==> config.mk <==
export PLATFORM = sky130hd
export DESIGN_NAME = dispatch_ctrl
export DESIGN_NICKNAME = d
export VERILOG_FILES = /design/src/rtl/types_pkg.sv /design/src/rtl/dispatch_fifo.sv /design/src/rtl/dispatch_ctrl.sv
export SDC_FILE = /design/constraint.sdc
export NUM_CORES = 1
export LEC_CHECK = 0
export BUFFER_PORTS_ARGS = -buffer_cell sky130_fd_sc_hd__buf_2
export CELL_PAD_IN_SITES_DETAIL_PLACEMENT = 0
export CELL_PAD_IN_SITES_GLOBAL_PLACEMENT = 1
export CORE_MARGIN = 5
export CORE_UTILIZATION = 39
export CTS_CLUSTER_DIAMETER = 120
export DETAILED_ROUTE_END_ITERATION = 6
export PLACE_DENSITY_LB_ADDON = 0.1
export SLEW_MARGIN = 25
export SYNTH_ARGS = -nofsm -noshare
export SYNTH_HDL_FRONTEND = slang
export SYNTH_SLANG_ARGS = --single-unit
==> constraint.sdc <==
create_clock -name clk -period 6.8 [get_ports clk]
set_input_delay 0.34 -clock clk [delete_from_list [all_inputs] [get_ports clk]]
set_output_delay 0.34 -clock clk [all_outputs]
set_load 0.05 [all_outputs]
==> src/rtl/types_pkg.sv <==
// Shared types for the dispatch slice: functional-unit codes, the renamed
// instruction payload and the ROB credit pool size.
package types_pkg;

  // ROB credit pool size; matches the 4-bit rob_tag.
  localparam int ROB_ENTRIES = 16;

  // Functional-unit selector; code 3 is reserved and dispatches as ALU.
  typedef enum logic [1:0] {
    FU_ALU = 2'd0,
    FU_MEM = 2'd1,
    FU_BR  = 2'd2
  } fu_t;

  // Renamed instruction payload carried from rename to the stations.
  typedef struct packed {
    fu_t        fu;
    logic [7:0] opcode;
    logic [5:0] dst_preg;
    logic [3:0] rob_tag;
  } rename_data;

endpackage

==> src/rtl/dispatch_fifo.sv <==
// In-order DEPTH-entry buffer between rename and the reservation stations.
// Head is read combinationally so a pushed entry is visible the next cycle.
module dispatch_fifo
  import types_pkg::*;
#(
  parameter int DEPTH = 2
) (
  input  logic                       clk,
  input  logic                       reset,
  input  logic                       push,
  input  rename_data                 push_data,
  input  logic                       pop,
  input  logic                       flush,
  output logic [$clog2(DEPTH+1)-1:0] count,
  output rename_data                 head
);

  localparam int PTR_W = (DEPTH > 1) ? $clog2(DEPTH) : 1;
  localparam int CNT_W = $clog2(DEPTH + 1);

  rename_data       mem_reg [DEPTH];
  logic [PTR_W-1:0] wr_ptr_reg, wr_ptr_next;
  logic [PTR_W-1:0] rd_ptr_reg, rd_ptr_next;
  logic [CNT_W-1:0] count_reg, count_next;
  logic [DEPTH-1:0] wr_en;

  // Pointer increment wrapping modulo DEPTH (DEPTH need not be a power of 2).
  function automatic logic [PTR_W-1:0] ptr_inc(input logic [PTR_W-1:0] p);
    return (p == PTR_W'(DEPTH - 1)) ? '0 : p + 1'b1;
  endfunction

  // One write strobe per entry; a flush suppresses the write.
  genvar gi;
  generate
    for (gi = 0; gi < DEPTH; gi++) begin : g_wr_en
      assign wr_en[gi] = push && !flush && (wr_ptr_reg == PTR_W'(gi));
    end
  endgenerate

  // Next-state for pointers and occupancy; flush empties the buffer.
  always_comb begin
    wr_ptr_next = wr_ptr_reg;
    rd_ptr_next = rd_ptr_reg;
    count_next  = count_reg;
    if (flush) begin
      wr_ptr_next = '0;
      rd_ptr_next = '0;
      count_next  = '0;
    end else begin
      if (push) wr_ptr_next = ptr_inc(wr_ptr_reg);
      if (pop)  rd_ptr_next = ptr_inc(rd_ptr_reg);
      case ({push, pop})
        2'b10:   count_next = count_reg + CNT_W'(1);
        2'b01:   count_next = count_reg - CNT_W'(1);
        default: count_next = count_reg;
      endcase
    end
  end

  // Pointer and occupancy registers.
  always_ff @(posedge clk or negedge reset) begin
    if (!reset) begin
      wr_ptr_reg <= '0;
      rd_ptr_reg <= '0;
      count_reg  <= '0;
    end else begin
      wr_ptr_reg <= wr_ptr_next;
      rd_ptr_reg <= rd_ptr_next;
      count_reg  <= count_next;
    end
  end

  // Entry storage, cleared on reset so the head reads as zero when idle.
  always_ff @(posedge clk or negedge reset) begin
    if (!reset) begin
      for (int i = 0; i < DEPTH; i++) mem_reg[i] <= '0;
    end else begin
      for (int i = 0; i < DEPTH; i++) begin
        if (wr_en[i]) mem_reg[i] <= push_data;
      end
    end
  end

  assign count = count_reg;
  assign head  = mem_reg[rd_ptr_reg];

endmodule

==> src/rtl/dispatch_ctrl.sv <==
// Dispatch stage: buffers renamed instructions, routes the head to the
// ALU/MEM/BR station, and gates dispatch on available ROB credits.
// A mispredict flushes the buffer and reloads the credit count.
module dispatch_ctrl
  import types_pkg::*;
#(
  parameter int DEPTH       = 2,
  parameter int ROB_ENTRIES = types_pkg::ROB_ENTRIES
) (
  input  logic       clk,
  input  logic       reset,
  input  logic       valid_in,
  input  rename_data data_in,
  output logic       ready_in,
  output logic       alu_valid,
  output logic       mem_valid,
  output logic       br_valid,
  input  logic       alu_ready,
  input  logic       mem_ready,
  input  logic       br_ready,
  output rename_data rs_data,
  output logic       rob_alloc,
  input  logic       commit_en,
  input  logic       mispredict,
  input  logic [4:0] credit_restore,
  output logic [4:0] credits
);

  localparam int         CNT_W    = $clog2(DEPTH + 1);
  localparam logic [4:0] CRED_MAX = 5'(ROB_ENTRIES);
  localparam logic [0:0] ST_RUN   = 1'b0;
  localparam logic [0:0] ST_FLUSH = 1'b1;

  logic [0:0]       state_reg, state_next;
  logic [4:0]       credits_reg, credits_next;
  logic [CNT_W-1:0] fifo_count;
  rename_data       fifo_head;
  logic             push, pop, fire;
  logic             run_ok, issue_ok;
  logic             route_alu, route_mem, route_br;

  dispatch_fifo #(
    .DEPTH(DEPTH)
  ) u_fifo (
    .clk       (clk),
    .reset     (reset),
    .push      (push),
    .push_data (data_in),
    .pop       (pop),
    .flush     (mispredict),
    .count     (fifo_count),
    .head      (fifo_head)
  );

  // Open for business only when out of reset, in RUN and not being flushed.
  assign run_ok   = reset && (state_reg == ST_RUN) && !mispredict;
  assign ready_in = run_ok && (fifo_count < CNT_W'(DEPTH));
  assign issue_ok = run_ok && (fifo_count != '0) && (credits_reg != '0);

  // Station select from the head's unit code; reserved code 3 goes to ALU.
  always_comb begin
    route_alu = 1'b0;
    route_mem = 1'b0;
    route_br  = 1'b0;
    case (fifo_head.fu)
      FU_MEM:  route_mem = 1'b1;
      FU_BR:   route_br  = 1'b1;
      default: route_alu = 1'b1;
    endcase
  end

  assign alu_valid = issue_ok && route_alu;
  assign mem_valid = issue_ok && route_mem;
  assign br_valid  = issue_ok && route_br;
  assign fire      = (alu_valid && alu_ready) || (mem_valid && mem_ready) ||
                     (br_valid && br_ready);
  assign push      = valid_in && ready_in;
  assign pop       = fire;
  assign rob_alloc = fire;
  assign rs_data   = reset ? fifo_head : '0;
  assign credits   = credits_reg;

  // Credit bookkeeping: flush reloads (clamped, commit dropped); otherwise
  // one credit per dispatch out, one per commit back, saturating at full.
  always_comb begin
    credits_next = credits_reg;
    if (mispredict) begin
      credits_next = (credit_restore > CRED_MAX) ? CRED_MAX : credit_restore;
    end else begin
      if (fire) credits_next = credits_next - 5'd1;
      if (commit_en && (credits_reg != CRED_MAX)) credits_next = credits_next + 5'd1;
    end
  end

  // FLUSH lasts one cycle unless another mispredict arrives.
  always_comb begin
    state_next = mispredict ? ST_FLUSH : ST_RUN;
  end

  // State and credit registers.
  always_ff @(posedge clk or negedge reset) begin
    if (!reset) begin
      state_reg   <= ST_RUN;
      credits_reg <= CRED_MAX;
    end else begin
      state_reg   <= state_next;
      credits_reg <= credits_next;
    end
  end

endmodule

==> flow_metrics.py <==
metrics = {
    "critical_path": {
        "cp_max_fo": 21,
        "required_ns": 7.02,
        "endpoint_kind": "register",
        "start_kind": "register",
        "path_class": "register to register",
        "arrival_ns": 3.21,
    },
    "layout": {
        "stdcell_area_um2": 3040,
        "nFillCells": 620,
        "layout-drive-gt1-share": 0.423,
        "syn_to_final_growth_pct": 17.7,
        "multiInputGateArea_um2": 1250,
        "largest_register_ffs": 40,
        "final_cell_mix": "62 x buf_2, 49 x dfrtp_1, 40 x mux2_2",
        "num_antenna_cells": 0,
        "regArea_um2": 1250,
        "num-nets-final": 316,
        "mostFrequentLayoutCell": "buf_2",
    },
    "clock_network": {
        "clockBufferDepth": 2,
        "clk_root_buffer_cell": "clkbuf_8",
        "cts-resized-gates": 0,
        "cts_inserted_buffers": 5,
        "cts_setup_buffers": 0,
        "path_clk_slew_ns": 0.09,
        "tritoncts": "yes",
        "cts_hold_buf": 0,
        "cts_sinks": 50,
        "htree_levels": 2,
        "clock_latency_ns": 0.29,
    },
    "drt": {
        "ant_nets": 0,
        "drcViolationCount": 0,
        "vias": 1786,
        "routed_wl_um": 5250,
        "first_pass_iters": 4,
        "drt_iter0_markers": 70,
        "wl_per_cell_um": 14.8,
        "vias_per_cell": 5.02,
    },
    "power_and_ir_drop": {
        "peakVddDrop_mv": 0.145,
        "power_per_cell_area_nw_per_um2": 250,
        "leakagePower_nw": 1.44,
    },
    "sta": {
        "setup_violations": 0,
        "maxSlewHeadroom": 0.492,
        "final-hold-violation-count": 0,
        "rsz0062_at_grt": "false",
        "finalClockSkew_ns": 0.00274,
        "worst_pin_slew_ns": 0.762,
        "setup_tns_ns": 0,
        "slew_violations": 0,
        "max_freq_mhz": 334,
        "setup_slack_ns": 3.81,
        "period_needed_ns": 2.99,
        "fin_crit_sh": 0.440,
    },
    "floorplanning": {
        "io_pins": 63,
        "die_y_um": 91.4,
        "rows": 29,
        "die_area_um2": 8360,
        "die_x_um": 91.4,
        "core_area_um2": 6390,
        "start_util": 0.405,
    },
    "run_status": {
        "status": "finished clean",
    },
    "global_route": {
        "grt_pass1_wl_um": 8970,
        "grt-ovfl-total": 0,
        "antenna_found_initial": 0,
        "grt.total_usage": 0.131,
        "grt_pass1_vias": 1798,
        "grt_start_max_net_pins": 72,
    },
    "logic_synthesis": {
        "yosysSeqAreaShare": 0.485,
        "avgSynthCellArea_um2": 11.7,
        "synth-async-reset-ratio": 1.00,
        "syn_area_um2": 2580,
        "synth_ff_type": "dfrtp_1",
        "synthesis.nets": 258,
        "yosys_warnings": 0,
        "yosys.area.top_type_share": 0.474,
        "ys_types": 36,
        "ys_ff_latch": 50,
        "synthCells": 221,
        "ys_top_cells_by_area": "dfrtp_1 47%, mux2_2 17%, mux2i_1 8.1%",
        "synth_edf_count": 0,
        "synth_top_area_cell": "dfrtp_1",
    },
    "place": {
        "dpl-instance-area_um2": 2960,
        "preCtsSetupSlack_ns": 3.48,
        "io_buffers": 62,
        "dpl.hpwl_um": 3660,
        "place_congestion": 0.808,
    },
    "run": {
        "drv_cap": 0,
    },
    "worst_hold_path": {
        "hold_path.class": "input pin to asynchronous set/reset pin",
    },
}
[critical path, cell delays in order (launching register included)]
cell and delay (ns):
dfrtp_1 0.33, buf_4 0.35, mux2i_1 0.41, inv_1 0.08, ha_1 0.29, a222oi_1 0.43
nor4_2 0.11, buf_4 0.21, nand2_1 0.09, xor2_1 0.27, nor3_1 0.12, o31ai_2 0.22
[synth_stat cells, drive strengths merged (4+ instances only)]
| master | count |
|---|---|
| a21oi | 5 |
| buf | 6 |
| clkbuf | 8 |
| dfrtp | 49 |
| ha | 4 |
| inv | 8 |
| mux2 | 40 |
| mux2i | 21 |
| nand2 | 9 |
| nand3 | 4 |
| nor2 | 9 |
| nor2b | 20 |
| nor3 | 5 |
| xnor2 | 6 |
[layer usage]
layer | part of all wire | global-route usage | up-vias
li1 | - | - | 881
met1 | 0.46 | 0.175 | 858
met2 | 0.47 | 0.209 | 42
met3 | 0.052 | 0.0372 | 5
met4 | 0.011 | 0.0367 | 0
met5 | 0 | 0 | -
[power by group]
| part | leakage, nW | total [mW] | switching (mW) | internal [mW] |
|---|---|---|---|---|
| combinational | 0.760 | 0.233 | 0.147 | 0.0868 |
| sequential | 0.641 | 0.364 | 0.0241 | 0.340 |
| clock | 0.0383 | 0.163 | 0.0920 | 0.0711 |
[area by class of cell]
class / count / area share
multi-input combinational: 149 / 0.412
sequential: 50 / 0.412
tap: 77 / 0.0317
inverter: 8 / 0.00987
timing repair buffer: 65 / 0.109
clock buffer: 7 / 0.0251
[cell families after synthesis]
family | count (synthesis) | share of synthesized area
adders and majority gates | 4 | 0.0194
DFF | 50 | 0.485
buffers and inverters | 22 | 0.0349
xor gates and xnor gates | 9 | 0.0305
AOI/OAI and AO/OA | 17 | 0.0518
and+or+nand+nor | 58 | 0.123
muxes | 61 | 0.256
[final timing paths]
check	end	cells after the start	start	slack, ns
min in group clk	u_fifo.mem_reg[23]	2	data_in[3]	0.28
worst min register to register	u_fifo.mem_reg[31]	1	u_fifo.mem_reg[31]	0.51
max in group asynchronous	u_fifo.mem_reg[26]	2	reset	6.10
worst min-delay path	u_fifo.mem_reg[31]	2	reset	0.19
worst max-delay path	credits[4]	11	u_fifo.rd_ptr_reg	3.81
worst max register to register	credits[4]	11	u_fifo.rd_ptr_reg	3.81
[metrics by stage]
step	std cells	util	power, mW	hold WS (ns)
CTS	356	0.476	0.772	0.227
global placement	349	0.464	0.605	0.487
finish	356	0.476	0.761	0.192
floorplan	221	-	0.546	0.0444
detailed placement	349	0.464	0.607	0.492
global route	356	0.476	0.809	0.265
No activity file was read; power rests on OpenSTA's default activity.
